==> src/rtl/config_write_arbiter_if.sv <==
// Requester-side write handshakes plus the arbitrated eFPGA self-write port.
// The arbiter uses the slave view; requesters or the bench drive the master view.
interface config_write_arbiter_if;
   logic [31:0] usb_data_i;
   logic        usb_valid_i;
   logic        usb_ready_o;
   logic [31:0] soc_data_i;
   logic        soc_valid_i;
   logic        soc_ready_o;
   logic [31:0] efpga_write_data_o;
   logic        efpga_write_strobe_o;
   logic [1:0]  owner_o;
   logic        busy_o;
   logic        timeout_o;

   modport slave (
      input  usb_data_i, usb_valid_i, soc_data_i, soc_valid_i,
      output usb_ready_o, soc_ready_o, efpga_write_data_o, efpga_write_strobe_o,
      output owner_o, busy_o, timeout_o
   );

   modport master (
      output usb_data_i, usb_valid_i, soc_data_i, soc_valid_i,
      input  usb_ready_o, soc_ready_o, efpga_write_data_o, efpga_write_strobe_o,
      input  owner_o, busy_o, timeout_o
   );
endinterface

==> src/rtl/config_write_arbiter.sv <==
// Arbitrates the eFPGA self-configuration write port between USB and SoC requesters,
// locking one owner for a whole sync..desync bitstream session with enforced strobe spacing.
module config_write_arbiter #(
   parameter logic [31:0] SYNC_WORD      = 32'hFAB0_FAB1,
   parameter int          DESYNC_FLAG    = 20,
   parameter int          FRAME_WORDS    = 4,
   parameter int          STROBE_GAP     = 2,
   parameter int          TIMEOUT_CYCLES = 1024
) (
   input logic                   clk_system_i,
   input logic                   reset_n_i,
   config_write_arbiter_if.slave bus
);

   localparam int GW = $clog2(STROBE_GAP + 2);
   localparam int WW = $clog2(FRAME_WORDS + 2);
   localparam int TW = $clog2(TIMEOUT_CYCLES + 2);

   localparam logic [GW-1:0] GAP_LOAD  = GW'(STROBE_GAP);
   localparam logic [WW-1:0] WORD_LOAD = WW'(FRAME_WORDS);
   localparam logic [TW-1:0] TO_LAST   = TW'(TIMEOUT_CYCLES - 1);
   localparam logic [TW-1:0] TO_MAX    = TW'(TIMEOUT_CYCLES);

   typedef enum logic [1:0] {ST_IDLE, ST_ADDR, ST_DATA} state_t;
   typedef enum logic [1:0] {OWN_NONE = 2'b00, OWN_USB = 2'b01, OWN_SOC = 2'b10} owner_t;

   state_t        state_q, state_d;
   owner_t        owner_q, owner_d;
   logic          usb_ready_q, usb_ready_d;
   logic          soc_ready_q, soc_ready_d;
   logic          prio_soc_q;
   logic [GW-1:0] gap_q;
   logic [WW-1:0] word_cnt_q;
   logic [TW-1:0] to_cnt_q;
   logic [31:0]   data_q;
   logic          strobe_q;
   logic          timeout_q;

   logic        usb_acc, soc_acc, acc;
   logic [31:0] acc_word;
   logic        is_sync, is_desync, owner_valid, timeout_hit, last_data;

   assign usb_acc   = bus.usb_valid_i & usb_ready_q;
   assign soc_acc   = bus.soc_valid_i & soc_ready_q;
   assign acc       = usb_acc | soc_acc;
   assign acc_word  = usb_acc ? bus.usb_data_i : bus.soc_data_i;
   assign is_sync   = (acc_word == SYNC_WORD);
   assign is_desync = acc_word[DESYNC_FLAG];
   assign last_data = (word_cnt_q <= WW'(1));

   always_comb begin
      case (owner_q)
         OWN_USB: owner_valid = bus.usb_valid_i;
         OWN_SOC: owner_valid = bus.soc_valid_i;
         default: owner_valid = 1'b0;
      endcase
   end

   // Idle cycles of the owner only count once the session is locked.
   assign timeout_hit = (state_q != ST_IDLE) && !owner_valid && (to_cnt_q == TO_LAST);

   always_ff @(posedge clk_system_i or negedge reset_n_i) begin
      if (!reset_n_i) state_q <= ST_IDLE;
      // NOTE: registers take <= so every flop samples pre-edge values regardless of block order.
      else            state_q <= state_d;
   end

   always_comb begin
      // NOTE: default assignment first so no path leaves state_d unassigned (no inferred latch).
      state_d = state_q;
      case (state_q)
         ST_IDLE: if (acc && is_sync) state_d = ST_ADDR;
         ST_ADDR: begin
            if (timeout_hit)  state_d = ST_IDLE;
            else if (acc)     state_d = is_desync ? ST_IDLE : ST_DATA;
         end
         ST_DATA: begin
            if (timeout_hit)            state_d = ST_IDLE;
            else if (acc && last_data)  state_d = ST_ADDR;
         end
         default: state_d = ST_IDLE;
      endcase
   end

   always_comb begin
      usb_ready_d = 1'b0;
      soc_ready_d = 1'b0;
      owner_d     = owner_q;
      if (!acc && gap_q == '0 && !timeout_hit) begin
         case (state_q)
            ST_IDLE: begin
               if (bus.usb_valid_i && bus.soc_valid_i) begin
                  usb_ready_d = !prio_soc_q;
                  soc_ready_d = prio_soc_q;
               end else begin
                  usb_ready_d = bus.usb_valid_i;
                  soc_ready_d = bus.soc_valid_i;
               end
            end
            default: begin
               usb_ready_d = (owner_q == OWN_USB);
               soc_ready_d = (owner_q == OWN_SOC);
            end
         endcase
      end
      if (timeout_hit)
         owner_d = OWN_NONE;
      else if (acc && state_q == ST_IDLE && is_sync)
         owner_d = usb_acc ? OWN_USB : OWN_SOC;
      else if (acc && state_q == ST_ADDR && is_desync)
         owner_d = OWN_NONE;
   end

   always_ff @(posedge clk_system_i or negedge reset_n_i) begin
      if (!reset_n_i) begin
         owner_q     <= OWN_NONE;
         usb_ready_q <= 1'b0;
         soc_ready_q <= 1'b0;
         prio_soc_q  <= 1'b0;
         gap_q       <= '0;
         word_cnt_q  <= '0;
         to_cnt_q    <= '0;
         data_q      <= '0;
         strobe_q    <= 1'b0;
         timeout_q   <= 1'b0;
      end else begin
         owner_q     <= owner_d;
         usb_ready_q <= usb_ready_d;
         soc_ready_q <= soc_ready_d;
         strobe_q    <= acc;
         timeout_q   <= timeout_hit;
         if (acc) begin
            data_q     <= acc_word;
            prio_soc_q <= usb_acc;
            gap_q      <= GAP_LOAD;
         end else if (gap_q != '0) begin
            gap_q <= gap_q - GW'(1);
         end
         if (acc && state_q == ST_ADDR)
            word_cnt_q <= WORD_LOAD;
         else if (acc && state_q == ST_DATA && word_cnt_q != '0)
            word_cnt_q <= word_cnt_q - WW'(1);
         if (state_q == ST_IDLE || owner_valid || timeout_hit)
            to_cnt_q <= '0;
         else if (to_cnt_q != TO_MAX)
            to_cnt_q <= to_cnt_q + TW'(1);
      end
   end

   assign bus.usb_ready_o          = usb_ready_q;
   assign bus.soc_ready_o          = soc_ready_q;
   assign bus.efpga_write_data_o   = data_q;
   assign bus.efpga_write_strobe_o = strobe_q;
   assign bus.owner_o              = owner_q;
   assign bus.busy_o               = (owner_q != OWN_NONE);
   assign bus.timeout_o            = timeout_q;

endmodule

==> src/flat_wrapper.sv <==
// flat-port wrapper written by rule: the top's interface ports become plain ports
module config_write_arbiter_flat 
#(
   parameter logic [31:0] SYNC_WORD      = 32'hFAB0_FAB1,
   parameter int          DESYNC_FLAG    = 20,
   parameter int          FRAME_WORDS    = 4,
   parameter int          STROBE_GAP     = 2,
   parameter int          TIMEOUT_CYCLES = 1024
)
  (clk_system_i, reset_n_i, bus_usb_data_i, bus_usb_valid_i, bus_soc_data_i, bus_soc_valid_i, bus_usb_ready_o, bus_soc_ready_o, bus_efpga_write_data_o, bus_efpga_write_strobe_o, bus_owner_o, bus_busy_o, bus_timeout_o);
  config_write_arbiter_if bus_i ();
  input logic clk_system_i;
  input logic reset_n_i;
  input wire logic [$bits(bus_i.usb_data_i)-1:0] bus_usb_data_i;
  input wire logic [$bits(bus_i.usb_valid_i)-1:0] bus_usb_valid_i;
  input wire logic [$bits(bus_i.soc_data_i)-1:0] bus_soc_data_i;
  input wire logic [$bits(bus_i.soc_valid_i)-1:0] bus_soc_valid_i;
  output wire logic [$bits(bus_i.usb_ready_o)-1:0] bus_usb_ready_o;
  output wire logic [$bits(bus_i.soc_ready_o)-1:0] bus_soc_ready_o;
  output wire logic [$bits(bus_i.efpga_write_data_o)-1:0] bus_efpga_write_data_o;
  output wire logic [$bits(bus_i.efpga_write_strobe_o)-1:0] bus_efpga_write_strobe_o;
  output wire logic [$bits(bus_i.owner_o)-1:0] bus_owner_o;
  output wire logic [$bits(bus_i.busy_o)-1:0] bus_busy_o;
  output wire logic [$bits(bus_i.timeout_o)-1:0] bus_timeout_o;
  assign bus_i.usb_data_i = bus_usb_data_i;
  assign bus_i.usb_valid_i = bus_usb_valid_i;
  assign bus_i.soc_data_i = bus_soc_data_i;
  assign bus_i.soc_valid_i = bus_soc_valid_i;
  assign bus_usb_ready_o = bus_i.usb_ready_o;
  assign bus_soc_ready_o = bus_i.soc_ready_o;
  assign bus_efpga_write_data_o = bus_i.efpga_write_data_o;
  assign bus_efpga_write_strobe_o = bus_i.efpga_write_strobe_o;
  assign bus_owner_o = bus_i.owner_o;
  assign bus_busy_o = bus_i.busy_o;
  assign bus_timeout_o = bus_i.timeout_o;
  config_write_arbiter #(.SYNC_WORD(SYNC_WORD), .DESYNC_FLAG(DESYNC_FLAG), .FRAME_WORDS(FRAME_WORDS), .STROBE_GAP(STROBE_GAP), .TIMEOUT_CYCLES(TIMEOUT_CYCLES)) u_core (.clk_system_i(clk_system_i), .reset_n_i(reset_n_i), .bus(bus_i));
endmodule
==> config.mk <==
export PLATFORM = sky130hd
export DESIGN_NAME = config_write_arbiter_flat
export DESIGN_NICKNAME = d
export VERILOG_FILES = /design/src/rtl/config_write_arbiter_if.sv /design/src/rtl/config_write_arbiter.sv /design/src/flat_wrapper.sv
export SDC_FILE = /design/constraint.sdc
export NUM_CORES = 1
export LEC_CHECK = 0
export BUFFER_PORTS_ARGS = -buffer_cell sky130_fd_sc_hd__buf_2
export CORE_MARGIN = 4
export CORE_UTILIZATION = 54
export CTS_CLUSTER_SIZE = 30
export DETAILED_ROUTE_END_ITERATION = 6
export HOLD_SLACK_MARGIN = 0.03
export PLACE_DENSITY = 0.9
export SLEW_MARGIN = 25
export SYNTH_ARGS = -nofsm -noshare
export SYNTH_HDL_FRONTEND = slang
export SYNTH_SLANG_ARGS = --single-unit
==> constraint.sdc <==
create_clock -name clk_system_i -period 2.5 [get_ports clk_system_i]
set_input_delay 0.125 -clock clk_system_i [delete_from_list [all_inputs] [get_ports clk_system_i]]
set_output_delay 0.125 -clock clk_system_i [all_outputs]
set_load 0.1 [all_outputs]
==> impl_metrics.py, run 1 <==
metrics = {
    "drt": {
        "drtIter0Drc": 142,
        "drt-total-wl_um": 8380,
        "vias_per_cell": 5.59,
        "wl_per_cell_um": 16.9,
        "via_count": 2767,
        "postRouteAntennaNets": 0,
        "drc": 0,
        "firstDrtPassIters": 4,
    },
    "floorplan": {
        "ios": 107,
        "die-area_um2": 6850,
        "fp.dieW_um": 82.8,
        "placementRows": 26,
        "coreArea_um2": 5270,
        "die_height_um": 82.8,
        "start_util_pct": 57.3,
    },
    "clock_network": {
        "clkTransAtPathRegs_ns": 0.06,
        "numCtsBuffers": 9,
        "htree_num_levels": 3,
        "clk_latency_ns": 0.33,
        "root_buffer": "clkbuf_8",
        "cts_tree": "done",
        "clk_path_buf_depth": 2,
        "postCtsSetupBuffers": 0,
        "cts_sinks": 57,
    },
    "timing": {
        "timing.final.crit_share_pct": 75.4,
        "fmax_mhz": 530,
        "fin_crit_ns": 1.89,
        "worstMarginPinSlew_ns": 0.708,
        "drv_slew": 0,
        "hold_viol": 0,
        "setup_ws_ns": 0.615,
        "fin_skew_ns": 0.00858,
        "timing.slew.headroom_pct": 52.8,
        "setup_viol": 0,
        "rsz0062_at_grt": "no",
        "holdWs_ns": 0.0847,
        "fin_setup_tns_ns": 0,
    },
    "critical_path": {
        "cp.arrival_ns": 2.08,
        "critical_path_class": "flip-flop to flip-flop",
        "r2r_end": "u_core.bus.owner_o[1]",
        "cp_max_fo": 5,
        "crit_required_ns": 2.69,
        "endpoint_kind": "flip-flop",
        "reg2reg_depth": 7,
        "worstSetupStartpointType": "flip-flop",
        "worstReg2RegStart": "u_core.bus.owner_o[0]",
        "reg2reg_slack_ns": 0.61,
    },
    "cells_and_area": {
        "area.sequential_um2": 1430,
        "multi_input_comb_area_um2": 1480,
        "stdcell_area_um2": 3820,
        "num-fill-cells": 397,
        "syn_to_final_growth_pct": 26.6,
        "final_layout_size_suffix_gt1_share_pct": 31.1,
        "n_antenna_cell": 0,
        "nets": 497,
    },
    "hold_path": {
        "holdPathEnd": "u_core.bus.efpga_write_data_o[29]",
        "holdPathStages": 3,
        "hold_path.class": "primary input to flip-flop",
        "min_from": "bus_soc_data_i[29]",
    },
    "yosys": {
        "synth_seq_area_share_pct": 47.2,
        "syn_area_um2": 3020,
        "avgSynthCellArea_um2": 9.71,
        "syn_inst": 311,
        "yosys_warnings": 0,
        "synth_nets": 388,
        "ys_seq_elements": 57,
        "synthDistinctLibCells": 39,
    },
    "global_route": {
        "grt_pass1_vias": 2763,
        "antenna_found_initial": 0,
        "grt_usage_pct": 25.2,
        "grt_max_degree": 58,
        "grt_pass1_wl_um": 12800,
        "overflow": 0,
    },
    "power": {
        "leakagePower_nw": 2.04,
        "power.density_nw_per_um2": 514,
        "vdd_drop_max_mv": 0.367,
        "finalPower_mw": 1.97,
    },
    "run": {
        "cap_violations": 0,
    },
    "placed_design": {
        "hpwl_um": 6410,
        "dp_worst_setup_slack_ns": 0.660,
        "port_buffers": 106,
        "gp_congestion": 0.874,
        "placed_area_um2": 3600,
    },
    "status": {
        "status": "finished, final reports clean",
    },
}
[repair_timing]
action,CTS,global route
gates resized for setup,0,0
setup endpoints to repair,0,0
hold endpoints to repair,57,0
hold buffers,1,0
[logic make-up (layout without fill, tap and decap cells)]
group,Yosys count,count (layout),synth area share (%)
buffers and inverters,27,141,3.94
multiplexers,39,39,13.0
adder cells (fa/ha/maj),9,9,3.73
AO/OA/AOI/OAI,56,56,10.9
AND/OR/NAND/NOR,114,114,18.6
XOR/XNOR,9,9,2.61
flip-flops,57,57,47.2
[cell usage after synthesis]
cell type	number	share of area [%]
dfrtp_1	57	47
nand2_1	47	5.8
mux2i_1	37	12
o21ai_0	29	4.8
nor2_1	20	2.5
inv_1	13	1.6
nand3_1	13	2.2
ha_1	9	3.7
o21ai_1	9	1.5
a21oi_1	8	1.3
clkbuf_1	8	0.99
xor2_1	6	1.7
nand4_1	5	1.0
nor3_1	5	0.83
and3_1	4	0.83
nand4b_1	4	1.2
nor4_1	4	0.83
nor4bb_1	4	1.3
xnor2_1	3	0.87
a22oi_1	2	0.50
buf_2	2	0.33
buf_4	2	0.50
mux2_2	2	0.75
nor3b_1	2	0.50
o311ai_0	2	0.58
a22o_1	1	0.29
a22oi_2	1	0.41
and2_1	1	0.21
and2_4	1	0.29
buf_6	1	0.37
clkinv_1	1	0.12
nand2b_1	1	0.21
nor2b_1	1	0.21
nor4b_2	1	0.50
o2111a_1	1	0.37
o2111ai_2	1	0.50
o21ai_2	1	0.29
o22a_1	1	0.29
or2b_1	1	0.25
[sequential cells by signal, indices dropped and copies added (netlist names)]
name	flops
u_core.bus.owner_o	2
u_core.prio_soc_q	1
u_core.bus.soc_ready_o	1
u_core.to_cnt_q	11
u_core.bus.efpga_write_strobe_o	1
u_core.bus.efpga_write_data_o	32
u_core.word_cnt_q	3
u_core.bus.timeout_o	1
u_core.gap_q	2
u_core.state_q	2
u_core.bus.usb_ready_o	1
[layout by cell type, fill, tap and decap left out, drive strengths merged]
| cell type | Yosys | layout |
|---|---|---|
| buf | 5 | 110 |
| dfrtp | 57 | 57 |
| nand2 | 47 | 47 |
| o21ai | 39 | 39 |
| mux2i | 37 | 37 |
| nor2 | 20 | 20 |
| inv | 13 | 13 |
| nand3 | 13 | 13 |
| clkbuf | 8 | 10 |
| ha | 9 | 9 |
| a21oi | 8 | 8 |
| xor2 | 6 | 6 |
| nand4 | 5 | 5 |
| nor3 | 5 | 5 |
| and3 | 4 | 4 |
| nor4 | 4 | 4 |
| nand4b | 4 | 4 |
| nor4bb | 4 | 4 |
| clkinv | 1 | 4 |
| xnor2 | 3 | 3 |
| a22oi | 3 | 3 |
| mux2 | 2 | 2 |
| o311ai | 2 | 2 |
| nor3b | 2 | 2 |
| bufinv | 0 | 2 |
| and2 | 2 | 2 |
| a22o | 1 | 1 |
| nor2b | 1 | 1 |
| or2b | 1 | 1 |
| nor4b | 1 | 1 |
| o2111a | 1 | 1 |
| o2111ai | 1 | 1 |
| nand2b | 1 | 1 |
| o22a | 1 | 1 |
| clkinvlp | 0 | 1 |
| dlygate4sd3 | 0 | 1 |
[per-layer routing]
metal	share of wire, %	track usage [%]	vias up
met5	0	0	-
met4	2.2	11.6	0
met3	5.8	4.54	18
met2	51	41.7	100
met1	41	32.1	1338
li1	-	-	1311
[critical path, cell delays in order (launching register included)]
cell and delay [ns]:
dfrtp_1 0.39, inv_1 0.08, ha_1 0.21, a22o_1 0.21, a21oi_1 0.26, nand4_1 0.25
o311ai_0 0.21, mux2i_1 0.13
[worst max path at each step]
stage	from	slack (ns)	endpoint
global placement	u_core.bus.owner_o[0]	0.77	u_core.bus.owner_o[1]
global route	u_core.bus.owner_o[0]	0.43	u_core.bus.owner_o[0]
detailed placement	u_core.bus.owner_o[0]	0.66	u_core.bus.owner_o[0]
floorplan	u_core.bus.owner_o[0]	0.18	u_core.bus.owner_o[0]
CTS	u_core.bus.owner_o[0]	0.61	u_core.bus.owner_o[0]
finish	u_core.bus.owner_o[0]	0.61	u_core.bus.owner_o[1]
[stage by stage]
step / util [%] / instances
final: 72.5 / 495
after global routing: 72.5 / 495
after CTS: 72.5 / 495
after detailed placement: 68.4 / 478
after global placement: 68.4 / 478
after floorplan: - / 311
[report_power, final]
part           leakage [nW]  internal, mW  total, mW  switching (mW)
clock                 0.106         0.556      0.918           0.362
combinational          1.16        0.0573      0.125          0.0682
sequential            0.772         0.922      0.922               0
total                  2.04          1.54       1.97           0.430
[cell type report]
| type | count | area share [%] |
|---|---|---|
| Clock inverter | 6 | 2.16 |
| Sequential cell | 57 | 37.3 |
| Timing Repair Buffer | 111 | 14.9 |
| Clock buffer | 10 | 3.34 |
| Multi-Input combinational cell | 227 | 38.6 |
| Inverter | 14 | 1.37 |
| Tap cell | 70 | 2.29 |
Note: power is estimated with default switching activity, not from simulation.
==> inputs of run 2 (changes only) <==
--- a/config.mk
+++ b/config.mk
@@ -7,11 +7,11 @@
 export LEC_CHECK = 0
 export BUFFER_PORTS_ARGS = -buffer_cell sky130_fd_sc_hd__buf_2
 export CORE_MARGIN = 4
-export CORE_UTILIZATION = 54
+export CORE_UTILIZATION = 45
 export CTS_CLUSTER_SIZE = 30
 export DETAILED_ROUTE_END_ITERATION = 6
 export HOLD_SLACK_MARGIN = 0.03
-export PLACE_DENSITY = 0.9
+export PLACE_DENSITY = 0.8
 export SLEW_MARGIN = 25
 export SYNTH_ARGS = -nofsm -noshare
 export SYNTH_HDL_FRONTEND = slang
==> constraint.sdc (replaced) <==
create_clock -name clk_system_i -period 1.62 [get_ports clk_system_i]
set_input_delay 0.081 -clock clk_system_i [delete_from_list [all_inputs] [get_ports clk_system_i]]
set_output_delay 0.081 -clock clk_system_i [all_outputs]
set_load 0.1 [all_outputs]
==> run 2 against run 1 <==
Effect of this change: global-route usage fell by 3.6 points; highest routed layer unchanged; largest cell class unchanged; register-to-register slack worse by 0.61 ns; setup slack got worse by 0.61 ns; first-iteration DRC count down 7.7%; non-clock buffer count up 29; utilization fell by 7.4 points.
==> impl_metrics.py, run 2 (synthesis results as in run 1) <==
metrics = {
    "timing": {
        "hold_viol": 0,
        "setup_ws_ns": 0.000320,
        "rsz0062_at_grt": "yes",
        "fin_crit_ns": 1.62,
        "drv_slew": 0,
        "timing.slew.headroom_pct": 66.6,
        "setup_viol": 0,
        "fin_skew_ns": 0.00851,
        "timing.final.crit_share_pct": 100,
        "worstMarginPinSlew_ns": 0.505,
        "fmax_mhz": 617,
    },
    "clock_network": {
        "htree_num_levels": 3,
        "root_buffer": "clkbuf_8",
        "clkTransAtPathRegs_ns": 0.06,
        "clk_latency_ns": 0.34,
        "clk_path_buf_depth": 2,
        "cts_tree": "done",
        "numCtsBuffers": 9,
        "cts_sinks": 57,
    },
    "placed_design": {
        "hpwl_um": 6520,
        "dp_worst_setup_slack_ns": -0.0178,
        "gp_congestion": 0.871,
        "port_buffers": 106,
    },
    "critical_path": {
        "worstReg2RegStart": "u_core.bus.owner_o[0]",
        "critPathLaunch": "u_core.bus.owner_o[0]",
        "crit_required_ns": 1.83,
        "cp_max_fo": 5,
        "cp.arrival_ns": 1.83,
        "worstSetupStartpointType": "flip-flop",
        "endpoint_kind": "flip-flop",
        "critical_path_class": "flip-flop to flip-flop",
    },
    "power": {
        "vdd_drop_max_mv": 0.516,
        "finalPower_mw": 2.94,
        "power.density_nw_per_um2": 704,
        "leakagePower_nw": 2.20,
    },
    "global_route": {
        "grt_max_degree": 39,
        "antenna_found_initial": 0,
        "grt_pass1_vias": 2893,
        "overflow": 0,
        "grt_pass1_wl_um": 14100,
        "grt_usage_pct": 21.6,
    },
    "drt": {
        "drtIter0Drc": 131,
        "drt-total-wl_um": 8450,
        "postRouteAntennaNets": 0,
        "via_count": 2787,
        "firstDrtPassIters": 4,
        "vias_per_cell": 5.25,
        "wl_per_cell_um": 15.9,
        "drc": 0,
    },
    "cells_and_area": {
        "layout_commonest_cell": "buf_2",
        "largest_reg_flops": 32,
        "nets": 526,
        "num-fill-cells": 523,
        "layout_common_cells": "buf_2 (105), dfrtp_1 (53), nand2_1 (46)",
        "final_layout_size_suffix_gt1_share_pct": 38.1,
        "n_antenna_cell": 0,
        "syn_to_final_growth_pct": 38.4,
    },
    "hold_path": {
        "hold_path.class": "primary input to flip-flop",
        "min_from": "bus_soc_data_i[27]",
    },
    "floorplan": {
        "die_height_um": 89.9,
        "die-area_um2": 8090,
        "start_util_pct": 47.0,
        "placementRows": 29,
        "fp.dieW_um": 89.9,
        "ios": 107,
        "coreArea_um2": 6420,
    },
    "status": {
        "status": "finished, final reports clean",
    },
    "run": {
        "cap_violations": 0,
    },
}
-- run 2: cell types whose count changed in the layout (fill, tap and decap cells not counted), moves of 3 or more --
cell           change
buf_4             +19
buf_6              +3
dfrtp_1            -4
dfrtp_4            +4
dlygate4sd3_1      +5
inv_1              -3
-- run 2: worst max-delay path, stage by stage (launching register included) --
cell      delay (ns)
dfrtp_4         0.52
ha_4            0.17
a22o_1          0.20
a21oi_2         0.13
nand4_1         0.11
buf_6           0.16
o311ai_1        0.09
mux2i_1         0.11
-- run 2: final timing paths --
path | end | cells past startpoint | slack, ns
worst max-delay path | u_core.bus.owner_o[0] | 7 | 0.0003
worst min-delay path | u_core.bus.efpga_write_data_o[27] | 3 | 0.04
worst max register to register | u_core.bus.owner_o[0] | 7 | 0.0003
worst min register to register | u_core.bus.efpga_write_data_o[22] | 2 | 0.48
max in group asynchronous | u_core.bus.efpga_write_data_o[17] | 3 | 1.01
min in group asynchronous | u_core.word_cnt_q[0] | 2 | 0.09
-- run 2: what timing repair did --
item	4_1_cts	5_1_grt
setup endpoints to repair	3	28
hold buffers	6	0
resized for setup	5	12
gates cloned	0	0
buffers inserted	1	2
pin swaps	2	3
endpoints found under the hold margin	60	0
-- run 2: final cells by class --
type / instances / area (µm²) / share of cell area, %
well taps: 77 / 96.3 / 2.30
clock buffers: 11 / 141 / 3.38
flip-flops and latches: 57 / 1440 / 34.5
clock inverters: 5 / 55.1 / 1.32
multi-input cells: 227 / 1550 / 37.1
inverters: 14 / 55.1 / 1.32
repair buffers: 140 / 840 / 20.1
-- run 2: where the power goes --
part,internal (mW),total (mW),switching (mW)
clock,0.746,1.31,0.567
combinational,0.102,0.208,0.106
sequential,1.42,1.42,0
-- run 2: metrics by stage --
step,area [µm²],TNS [ns],instances,util [%],hold WS (ns)
floorplan,3060,-0.876,311,-,-0.215
global placement,3820,-0.00117,506,59.4,-0.0818
detailed placement,3820,-0.0450,506,59.4,-0.0842
CTS,4120,0,529,64.2,0.0354
global route,4180,-0.314,531,65.1,0.0493
finish,4180,0,531,65.1,0.0420
-- run 2: per-layer routing --
layer | track usage [%] | share of wire [%] | wire length (µm) | vias up
met5 | 0 | 0 | 0 | -
met2 | 35.8 | 51 | 4320 | 79
met4 | 8.04 | 1.5 | 129 | 0
met3 | 5.18 | 5.0 | 424 | 14
met1 | 27.4 | 42 | 3570 | 1323
li1 | - | - | - | 1371
==> inputs of run 3 (changes only) <==
--- a/config.mk
+++ b/config.mk
@@ -8,6 +8,8 @@
 export BUFFER_PORTS_ARGS = -buffer_cell sky130_fd_sc_hd__buf_2
 export CORE_MARGIN = 4
 export CORE_UTILIZATION = 45
+export CTS_BUF_LIST = sky130_fd_sc_hd__clkbuf_4 sky130_fd_sc_hd__clkbuf_8 sky130_fd_sc_hd__clkbuf_16
+export CTS_CLUSTER_DIAMETER = 120
 export CTS_CLUSTER_SIZE = 30
 export DETAILED_ROUTE_END_ITERATION = 6
 export HOLD_SLACK_MARGIN = 0.03
@@ -16,3 +18,4 @@
 export SYNTH_ARGS = -nofsm -noshare
 export SYNTH_HDL_FRONTEND = slang
 export SYNTH_SLANG_ARGS = --single-unit
+export TNS_END_PERCENT = 10
==> run 3 against run 2 <==
Effect of this change: the flow now finishes with violations (negative setup slack); sequential share of layout area is 0.62 points higher; clock power shrank 8%; clock skew is 0.0013 ns lower; register-to-register slack lost 0.02 ns; setup slack worse by 0.024 ns; utilization fell by 1.3 points; design area shrank 1.9%; non-clock buffer count fell by 1.
==> impl_metrics.py, run 3 (synthesis results as in run 1) <==
metrics = {
    "hold_path": {
        "hold_path.class": "primary input to flip-flop",
    },
    "floorplan": {
        "fp.dieW_um": 89.9,
        "placementRows": 29,
        "ios": 107,
        "die-area_um2": 8090,
        "start_util_pct": 47.0,
        "die_height_um": 89.9,
        "coreArea_um2": 6420,
    },
    "global_route": {
        "overflow": 0,
        "grt_max_degree": 29,
        "grt_usage_pct": 21.0,
        "grt_pass1_wl_um": 13600,
        "antenna_found_initial": 0,
        "grt_pass1_vias": 2886,
    },
    "critical_path": {
        "cp_slowest_cell": "dfrtp_4",
        "endpoint_kind": "flip-flop",
        "crit_required_ns": 1.82,
        "crit_path_max_incr_delay_ns": 0.50,
        "cp.arrival_ns": 1.85,
        "cp_max_fo": 5,
        "critical_path_class": "flip-flop to flip-flop",
        "worstSetupStartpointType": "flip-flop",
        "crit_chain": "ha_4 > a22o_1 > a21oi_2 > nand4_1 > o311ai_1 > mux2i_1",
    },
    "drt": {
        "postRouteAntennaNets": 0,
        "vias_per_cell": 5.37,
        "drtIter0Drc": 108,
        "wl_per_cell_um": 15.8,
        "via_count": 2845,
        "drt-total-wl_um": 8380,
        "dr_wl_met3_um": 491,
        "wl_met2_um": 4070,
        "wl_met1_um": 3510,
        "top_layer": "met4",
        "firstDrtPassIters": 5,
        "drc": 0,
    },
    "timing": {
        "setup_ws_ns": -0.0232,
        "timing.final.crit_share_pct": 101,
        "hold_viol": 0,
        "worstMarginPinSlew_ns": 0.514,
        "drv_slew": 0,
        "setup_viol": 2,
        "rsz0062_at_grt": "yes",
        "timing.slew.headroom_pct": 66.0,
        "fin_crit_ns": 1.64,
        "fin_skew_ns": 0.00717,
        "fmax_mhz": 609,
    },
    "status": {
        "status": "complete, but fails checks",
        "violations": "negative setup slack",
    },
    "run": {
        "cap_violations": 0,
    },
    "cells_and_area": {
        "syn_to_final_growth_pct": 35.7,
        "n_antenna_cell": 0,
        "post-route-util_pct": 63.8,
        "nets": 525,
        "final_layout_size_suffix_gt1_share_pct": 38.0,
        "layout_common_cells": "buf_2 (106), dfrtp_1 (53), nand2_1 (47)",
        "layout_commonest_cell": "buf_2",
        "num-fill-cells": 526,
        "largest_reg_flops": 32,
    },
    "power": {
        "finalPower_mw": 2.83,
        "power.density_nw_per_um2": 690,
        "vdd_drop_max_mv": 0.398,
        "leakagePower_nw": 2.17,
    },
    "clock_network": {
        "numCtsBuffers": 9,
        "clkTransAtPathRegs_ns": 0.06,
        "cts_tree": "done",
        "cts_sinks": 57,
        "clk_path_buf_depth": 2,
        "clk_latency_ns": 0.34,
        "root_buffer": "clkbuf_8",
        "htree_num_levels": 3,
    },
    "placed_design": {
        "hpwl_um": 6510,
        "gp_congestion": 0.839,
        "dp_worst_setup_slack_ns": -0.0577,
        "port_buffers": 106,
    },
}
## run 3: metrics by stage
step / setup TNS [ns] / cell area, µm² / hold slack (ns) / instances
3_5_place_dp: -0.112 / 3820 / -0.0369 / 508
5_1_grt: -0.459 / 4100 / 0.0487 / 530
4_1_cts: -0.0268 / 4070 / 0.0324 / 530
3_3_place_gp: -0.0296 / 3820 / -0.0483 / 508
6_report: -0.0276 / 4100 / 0.0400 / 530
2_1_floorplan: -4.22 / 3040 / -0.215 / 311
## run 3: final timing paths
kind	startpoint	to	slack (ns)	cells after the start
hold / removal	bus_soc_data_i[27]	u_core.bus.efpga_write_data_o[27]	0.04	3
max in group asynchronous	reset_n_i	u_core.bus.usb_ready_o	0.92	3
min in group asynchronous	reset_n_i	u_core.bus.efpga_write_data_o[2]	0.13	2
hold reg to reg	u_core.bus.efpga_write_data_o[26]	u_core.bus.efpga_write_data_o[26]	0.47	2
setup reg to reg	u_core.bus.owner_o[1]	u_core.bus.owner_o[0]	-0.02	6
setup / recovery	u_core.bus.owner_o[1]	u_core.bus.owner_o[0]	-0.02	6
## run 3: routing by layer
layer | track usage [%] | vias to the layer above
met5 | 0 | -
met4 | 11.1 | 0
met3 | 5.68 | 25
met2 | 34.9 | 104
met1 | 24.9 | 1339
li1 | - | 1377
## run 3: area by class of cell
cell class	count	area, µm²	area share [%]
Inverter	14	52.6	1.28
Clock inverter	3	15.0	0.366
Clock buffer	13	166	4.06
Sequential cell	57	1440	35.1
Tap cell	77	96.3	2.35
Timing Repair Buffer	139	805	19.6
Multi-Input combinational cell	227	1530	37.2
## run 3: critical path, delay by kind of cell (launching register included)
kind | cells | cell delay (ns)
AOI/OAI and AO/OA | 3 | 0.51
adders and majority gates | 1 | 0.17
DFF | 1 | 0.50
muxes | 1 | 0.12
and+or+nand+nor | 1 | 0.23
## run 3: timing repair
action	in CTS	in global routing
setup endpoints to repair	3	18
resized for setup	3	7
buffers inserted	2	0
hold endpoints to repair	59	0
gates cloned	0	0
pin swaps	3	0
hold buffers	4	0
## run 3: power by group
| part | switching [mW] | internal, mW |
|---|---|---|
| clock | 0.538 | 0.664 |
| combinational | 0.107 | 0.0978 |
| sequential | 0 | 1.42 |
| total | 0.645 | 2.19 |
